### src/rtl/reset_seq_timer.sv
// Reset sequencer: holds N_DOM reset domains, releases them staggered, then times a run window.
// Define RESET_SEQ_TIMER_REPULSE_EN to let rst_req restart the sequence from RELEASE or RUN.
module reset_seq_timer #(
    parameter int N_DOM       = 2,
    parameter int HOLD_CYC    = 4,
    parameter int STAGGER_CYC = 2,
    parameter int RUN_CYC     = 1400,
    parameter int CNT_W       = 16
) (
    input  logic             clk,
    input  logic             reset,
    input  logic             rst_req,
    output logic [N_DOM-1:0] dom_rst,
    output logic             run,
    output logic             done,
    output logic [CNT_W-1:0] cyc_cnt
);

    // Cycles from RELEASE entry until the last domain lets go.
    localparam int REL_SPAN = (N_DOM - 1) * STAGGER_CYC;
    localparam int HOLD_W   = (HOLD_CYC > 1) ? $clog2(HOLD_CYC) : 1;
    localparam int REL_W    = (REL_SPAN > 1) ? $clog2(REL_SPAN) : 1;

    generate
        if (N_DOM < 1 || HOLD_CYC < 1 || RUN_CYC < 1 ||
            longint'(RUN_CYC) > ((longint'(1) << CNT_W) - 1)) begin : g_bad_params
            $error("reset_seq_timer: illegal parameter combination");
        end
    endgenerate

    typedef enum logic [1:0] {
        S_HOLD,
        S_RELEASE,
        S_RUN,
        S_DONE
    } state_t;

    state_t             state, state_nxt;
    logic [HOLD_W-1:0]  hold_cnt, hold_nxt;
    logic [REL_W-1:0]   rel_cnt, rel_nxt;
    logic [N_DOM-1:0]   dom_nxt;
    logic               run_nxt, done_nxt;
    logic [CNT_W-1:0]   cyc_nxt;
    logic               repulse;
    int                 rel_elapsed;

`ifdef RESET_SEQ_TIMER_REPULSE_EN
    assign repulse = rst_req && (state == S_RELEASE || state == S_RUN);
`else
    logic unused_rst_req;
    assign unused_rst_req = rst_req;
    assign repulse        = 1'b0;
`endif

    always_comb begin
        // NOTE: every variable gets a default before the case so no path leaves it unassigned, which would infer a latch.
        state_nxt   = state;
        hold_nxt    = hold_cnt;
        rel_nxt     = rel_cnt;
        dom_nxt     = dom_rst;
        run_nxt     = run;
        done_nxt    = done;
        cyc_nxt     = cyc_cnt;
        rel_elapsed = int'(rel_cnt) + 1;

        case (state)
            S_HOLD: begin
                if (hold_cnt == HOLD_W'(HOLD_CYC - 1)) begin
                    hold_nxt = '0;
                    rel_nxt  = '0;
                    for (int i = 0; i < N_DOM; i++) begin
                        if (i * STAGGER_CYC == 0) dom_nxt[i] = 1'b0;
                    end
                    // With no stagger span the last domain drops on the RELEASE entry edge itself.
                    if (REL_SPAN == 0) begin
                        state_nxt = S_RUN;
                        run_nxt   = 1'b1;
                        cyc_nxt   = '0;
                    end else begin
                        state_nxt = S_RELEASE;
                    end
                end else begin
                    hold_nxt = hold_cnt + HOLD_W'(1);
                end
            end

            S_RELEASE: begin
                for (int i = 0; i < N_DOM; i++) begin
                    if (i * STAGGER_CYC <= rel_elapsed) dom_nxt[i] = 1'b0;
                end
                if (rel_elapsed == REL_SPAN) begin
                    state_nxt = S_RUN;
                    run_nxt   = 1'b1;
                    cyc_nxt   = '0;
                    rel_nxt   = '0;
                end else begin
                    rel_nxt = rel_cnt + REL_W'(1);
                end
            end

            S_RUN: begin
                if (cyc_cnt == CNT_W'(RUN_CYC - 1)) begin
                    state_nxt = S_DONE;
                    run_nxt   = 1'b0;
                    done_nxt  = 1'b1;
                end else begin
                    cyc_nxt = cyc_cnt + CNT_W'(1);
                end
            end

            S_DONE: begin
                // Sticky until reset.
            end

            default: state_nxt = S_HOLD;
        endcase

        if (repulse) begin
            state_nxt = S_HOLD;
            hold_nxt  = '0;
            rel_nxt   = '0;
            dom_nxt   = '1;
            run_nxt   = 1'b0;
            cyc_nxt   = '0;
        end
    end

    always_ff @(posedge clk) begin
        // NOTE: sequential state uses non-blocking assignments so every register samples pre-edge values.
        if (!reset) begin
            state    <= S_HOLD;
            hold_cnt <= '0;
            rel_cnt  <= '0;
            dom_rst  <= '1;
            run      <= 1'b0;
            done     <= 1'b0;
            cyc_cnt  <= '0;
        end else begin
            state    <= state_nxt;
            hold_cnt <= hold_nxt;
            rel_cnt  <= rel_nxt;
            dom_rst  <= dom_nxt;
            run      <= run_nxt;
            done     <= done_nxt;
            cyc_cnt  <= cyc_nxt;
        end
    end

endmodule

### config.mk
export PLATFORM = sky130hd
export DESIGN_NAME = reset_seq_timer
export DESIGN_NICKNAME = d
export VERILOG_FILES = /design/src/rtl/reset_seq_timer.sv
export SDC_FILE = /design/constraint.sdc
export NUM_CORES = 1
export LEC_CHECK = 0
export BUFFER_PORTS_ARGS = -buffer_cell sky130_fd_sc_hd__buf_2
export CAP_MARGIN = 20
export CELL_PAD_IN_SITES_DETAIL_PLACEMENT = 0
export CELL_PAD_IN_SITES_GLOBAL_PLACEMENT = 1
export CORE_UTILIZATION = 35
export CTS_BUF_LIST = sky130_fd_sc_hd__clkbuf_16
export DETAILED_ROUTE_END_ITERATION = 6
export PLACE_DENSITY = 0.76
export SLEW_MARGIN = 30
export SYNTH_ARGS = -nofsm -noshare
export SYNTH_HDL_FRONTEND = slang
export SYNTH_SLANG_ARGS = --single-unit
### constraint.sdc
create_clock -name clk -period 3.3 [get_ports clk]
set_input_delay 0.99 -clock clk [delete_from_list [all_inputs] [get_ports clk]]
set_output_delay 0.99 -clock clk [all_outputs]
set_load 0.05 [all_outputs]
Yosys cells after proc, flatten, opt, wreduce, memory -nomap -nowiden. Index checks and enable logic that the tools add are counted.

Bits in registers: 25. Input port bits: 3. Output and inout bits: 20. Logic and storage cells: 51.

Add/sub/neg operators: 4. $lt $le $gt $ge: 2. Equal/unequal tests: 10. Multiplexer cells: 16. Reduce and logical (&&, ||, !) cells: 11.

Operators by type and width (number): $mux W16 (2); $pmux W16 S2 (1); $add A16 B1 Y16 const B (1); $eq A16 B11 Y1 const B (1); $ne A2 B2 Y1 const B (5); $reduce_and A3 Y1 (3); $mux W2 (4); $eq A2 B2 Y1 const B (3); $pmux W1 S2 (3); $pmux W2 S3 (1); $reduce_and A2 Y1 (3); $mux W1 (5); $reduce_and A4 Y1 (1); $reduce_bool A2 Y1 (2); $reduce_bool A3 Y1 (1); $add A1 B1 Y2 const B (1); $add A2 B1 Y2 const B (1); $eq A2 B1 Y1 const B (1); $le A1 B2 Y1 const A (1); $le A2 B2 Y1 const A (1); $logic_not A2 Y1 (1); $add A1 B1 Y1 const B (1).

Longest topological paths before layout.
Depth in word-level cells: 4. Mapped depth: 8. Gate-level depth less buffers: 6.

Worst setup path before layout. No wires, ideal clock.

Path kind: reg2reg. Start: register cyc_cnt[0]. End: register state[0]. Library setup time: 0.072 ns. Arrival time: 2.011 ns. Data required time: 3.228 ns. Setup slack: 1.218 ns. Stages on the path, launching flop included: 6. Path buffers: 0. Period minus slack after synthesis: 2.082 ns. Path through: dfxtp_1 ha_1 and4bb_2 nand4_2 a2111oi_4 mux2i_1.

Cells in the longest elaborated chain, start to end: 3.

Ends and longest elaborated chain: from (decl) (line 16) `output logic [CNT_W-1:0] cyc_cnt`; from (signal assigned) (line 145) `cyc_cnt <= cyc_nxt;`; $eq A16 B11 Y1 (line 102) `if (cyc_cnt == CNT_W'(RUN_CYC - 1)) begin`; $ne A2 B2 Y1 (no source line); $reduce_and A4 Y1 (no source line); to (signal assigned) (line 139) `state <= state_nxt;`; to (decl) (line 38) `state_t state, state_nxt;`.

Every way passes these cells. A chain may end at the register's enable or synchronous reset.

Worst setup path after layout.
Start: register cyc_cnt[0]. End: register state[1].

Same word-level chain as after synthesis.

==> impl_metrics.ini <==
[outcome]
status = complete, no violations

[finish]
drive_gt1_frac = 0.187
n_antenna_cell = 0
fillerInstances = 409
final_cells = 232
multi_input_area_um2 = 922
area_growth_pct = 12.1
ff_latch_area_um2 = 500
fin_nets = 192

[clock_network]
clockRootBuffer = clkbuf_16
cts_resized = 0
worst_skew_pair.late_latency_ns = 0.26
tritoncts = built
cts.sinks = 25
ctsLongestPathBuffers = 2
path_clk_slew_ns = 0.06
cts_buffers = 3
postCtsSetupBuffers = 0
postCtsHoldBufs = 0
htree_levels = 1

[timing]
finalCritPeriodShare = 0.652
setup_violations = 0
hold_violations = 0
fin_setup_tns_ns = 0
skew_ns = 0.00258
tightest_slew_ns = 0.534
fin_crit_ns = 2.15
maxSlewHeadroom = 0.644
timing.fmax_mhz = 465
slew_violations = 0
rsz0062_at_grt = no

[detailed_routing]
firstDrtPassIters = 4
met3_length_um = 196
drc = 0
drt-wirelength-per-cell_um = 15.6
vias_per_cell = 6.11
drt_wl_total_mm = 3.62
wl_met1_mm = 1.55
wl_met2_mm = 1.82
vias = 1417
top_layer = met4
antenna_left = 0
drt_iter0_drc = 109

[global_route]
antenna_found_initial = 0
grt_max_degree = 22
grt_overflow = 0
grt_pass1_vias = 1305
grt_util_all_layers = 0.170
grt_pass1_wl_mm = 5.96

[run]
maxCapViolCount = 0

[logic_synthesis]
synth_top_flop_cell = dfxtp_1
synth_seq_cells = 25
synth_area_leaders = dfxtp_1 33%, ha_1 5.0%, nand3_1 3.6%
yosys-top-cells-count = 25 x dfxtp_1, 14 x nand2_1, 11 x nand3_1, 9 x nor2_1
synth_nets = 180
netlist_area_um2 = 1520
synth.distinct_cells = 42
synthArstFlopShare = 0
yosysTopAreaCell = dfxtp_1
synth_enable_flop_cells = 0
synth_top_area_frac = 0.330
syn_inst = 171
yosys.cell_count.top_type = dfxtp_1
avgSynthCellArea_um2 = 8.87
ys_warn_count = 0
synth-seq-area-share = 0.330

[critical_path]
endpoint_kind = flop
cp_slowest_stage_delay_ns = 0.53
cp_max_fo = 12
critPathTopFamily = simple AND/OR/NAND/NOR gates
cp-start-kind = flop
critPathKind = flop to flop
path_buf_inv = 0
path_cells = ha_1 -> and4bb_2 -> nand4_2 -> a2111oi_4 -> mux2i_1
required_ns = 3.49
critPathSlowestCell = a2111oi_4
arrival_ns = 2.34

[pwr]
ir_drop_v = 0.000310
leakagePower_nw = 0.691
power_density_nw_per_um2 = 509

[placement]
place.port_buffers = 21
post-dp-hpwl_mm = 2.60
gp_congestion = 0.798
dp_cells = 228

[floorplan]
io_pins = 23
core_area_um2 = 4090
die_h_um = 67.8
rows = 23
die-area_um2 = 4600
die_w_um = 67.8
start_util = 0.371

[worst_hold_path]
hold_class = flop to flop
## cell type report
type                            count  area share
Tap cell                           50      0.0368
Timing Repair Buffer               22      0.0662
Multi-Input combinational cell    125       0.542
Inverter                            6      0.0132
Clock buffer                        3      0.0442
Sequential cell                    25       0.294
Clock inverter                      1     0.00294
## final timing paths
check / slack (ns) / to / depth (start not counted) / startpoint
hold reg to reg: 0.45 / dom_rst[1] / 2 / dom_rst[1]
setup reg to reg: 1.15 / state[1] / 5 / cyc_cnt[0]
setup / recovery: 1.15 / state[1] / 5 / cyc_cnt[0]
hold / removal: 0.45 / dom_rst[1] / 2 / dom_rst[1]
## cell usage in the layout (no fill, tap or decap), types with 2 or more instances in the layout
cell type / instances
a211oi_1: 2
a21oi_1: 5
a41o_1: 3
a41oi_1: 4
and3_1: 5
and4_1: 4
buf_2: 21
clkbuf_16: 3
dfxtp_1: 25
ha_1: 6
inv_1: 6
mux2i_1: 5
nand2_1: 14
nand2b_1: 3
nand3_1: 11
nand4_1: 4
nand4b_1: 3
nor2_1: 9
nor2b_1: 2
nor3_1: 3
o211a_1: 3
o21ai_0: 7
o311ai_0: 3
o311ai_1: 5
o31a_1: 2
o31ai_1: 2
o32ai_1: 2
o41ai_1: 5
or4_1: 2
## report_power, final
| group | switching (mW) | leakage [nW] | internal, mW | total, mW |
|---|---|---|---|---|
| Clock | 0.108 | 0.0409 | 0.163 | 0.272 |
| Sequential | 0.0197 | 0.202 | 0.328 | 0.348 |
| Combinational | 0.152 | 0.448 | 0.0951 | 0.247 |
| Total | 0.280 | 0.691 | 0.586 | 0.866 |
## metrics by stage
stage               area (µm²)   util  power, mW  hold slack (ns)  setup slack [ns]
finish                    1700  0.416      0.866            0.451              1.15
global route              1700  0.416      0.914            0.489             0.879
CTS                       1700  0.416      0.875            0.456              1.15
detailed placement        1620  0.397      0.604            0.443              1.12
global placement          1620  0.397      0.594            0.432              1.13
floorplan                 1520      -      0.560            0.451              1.22
## state kept, by name, indices dropped and copies added (netlist names)
register  flops
rel_cnt       1
done          1
hold_cnt      2
run           1
dom_rst       2
state         2
cyc_cnt      16
## worst reg2reg max path, cell delays in order (launching register included)
cell and delay (ns):
dfxtp_1 0.42, ha_1 0.31, and4bb_2 0.28, nand4_2 0.33
a2111oi_4 0.53, mux2i_1 0.22
## kinds of logic after synthesis
logic type,count (synthesis),share of synthesized area
compound gates,48,0.258
fa+ha+maj,6,0.0495
buf+inv,21,0.0619
flops,25,0.330
mux,5,0.0330
simple gates,66,0.267
## layer usage
| layer | global-route usage | up-vias |
|---|---|---|
| met4 | 0.0625 | 0 |
| met5 | 0 | - |
| met2 | 0.302 | 40 |
| met1 | 0.199 | 680 |
| met3 | 0.0367 | 6 |
| li1 | - | 691 |
No activity file was read; power rests on OpenSTA's default activity.
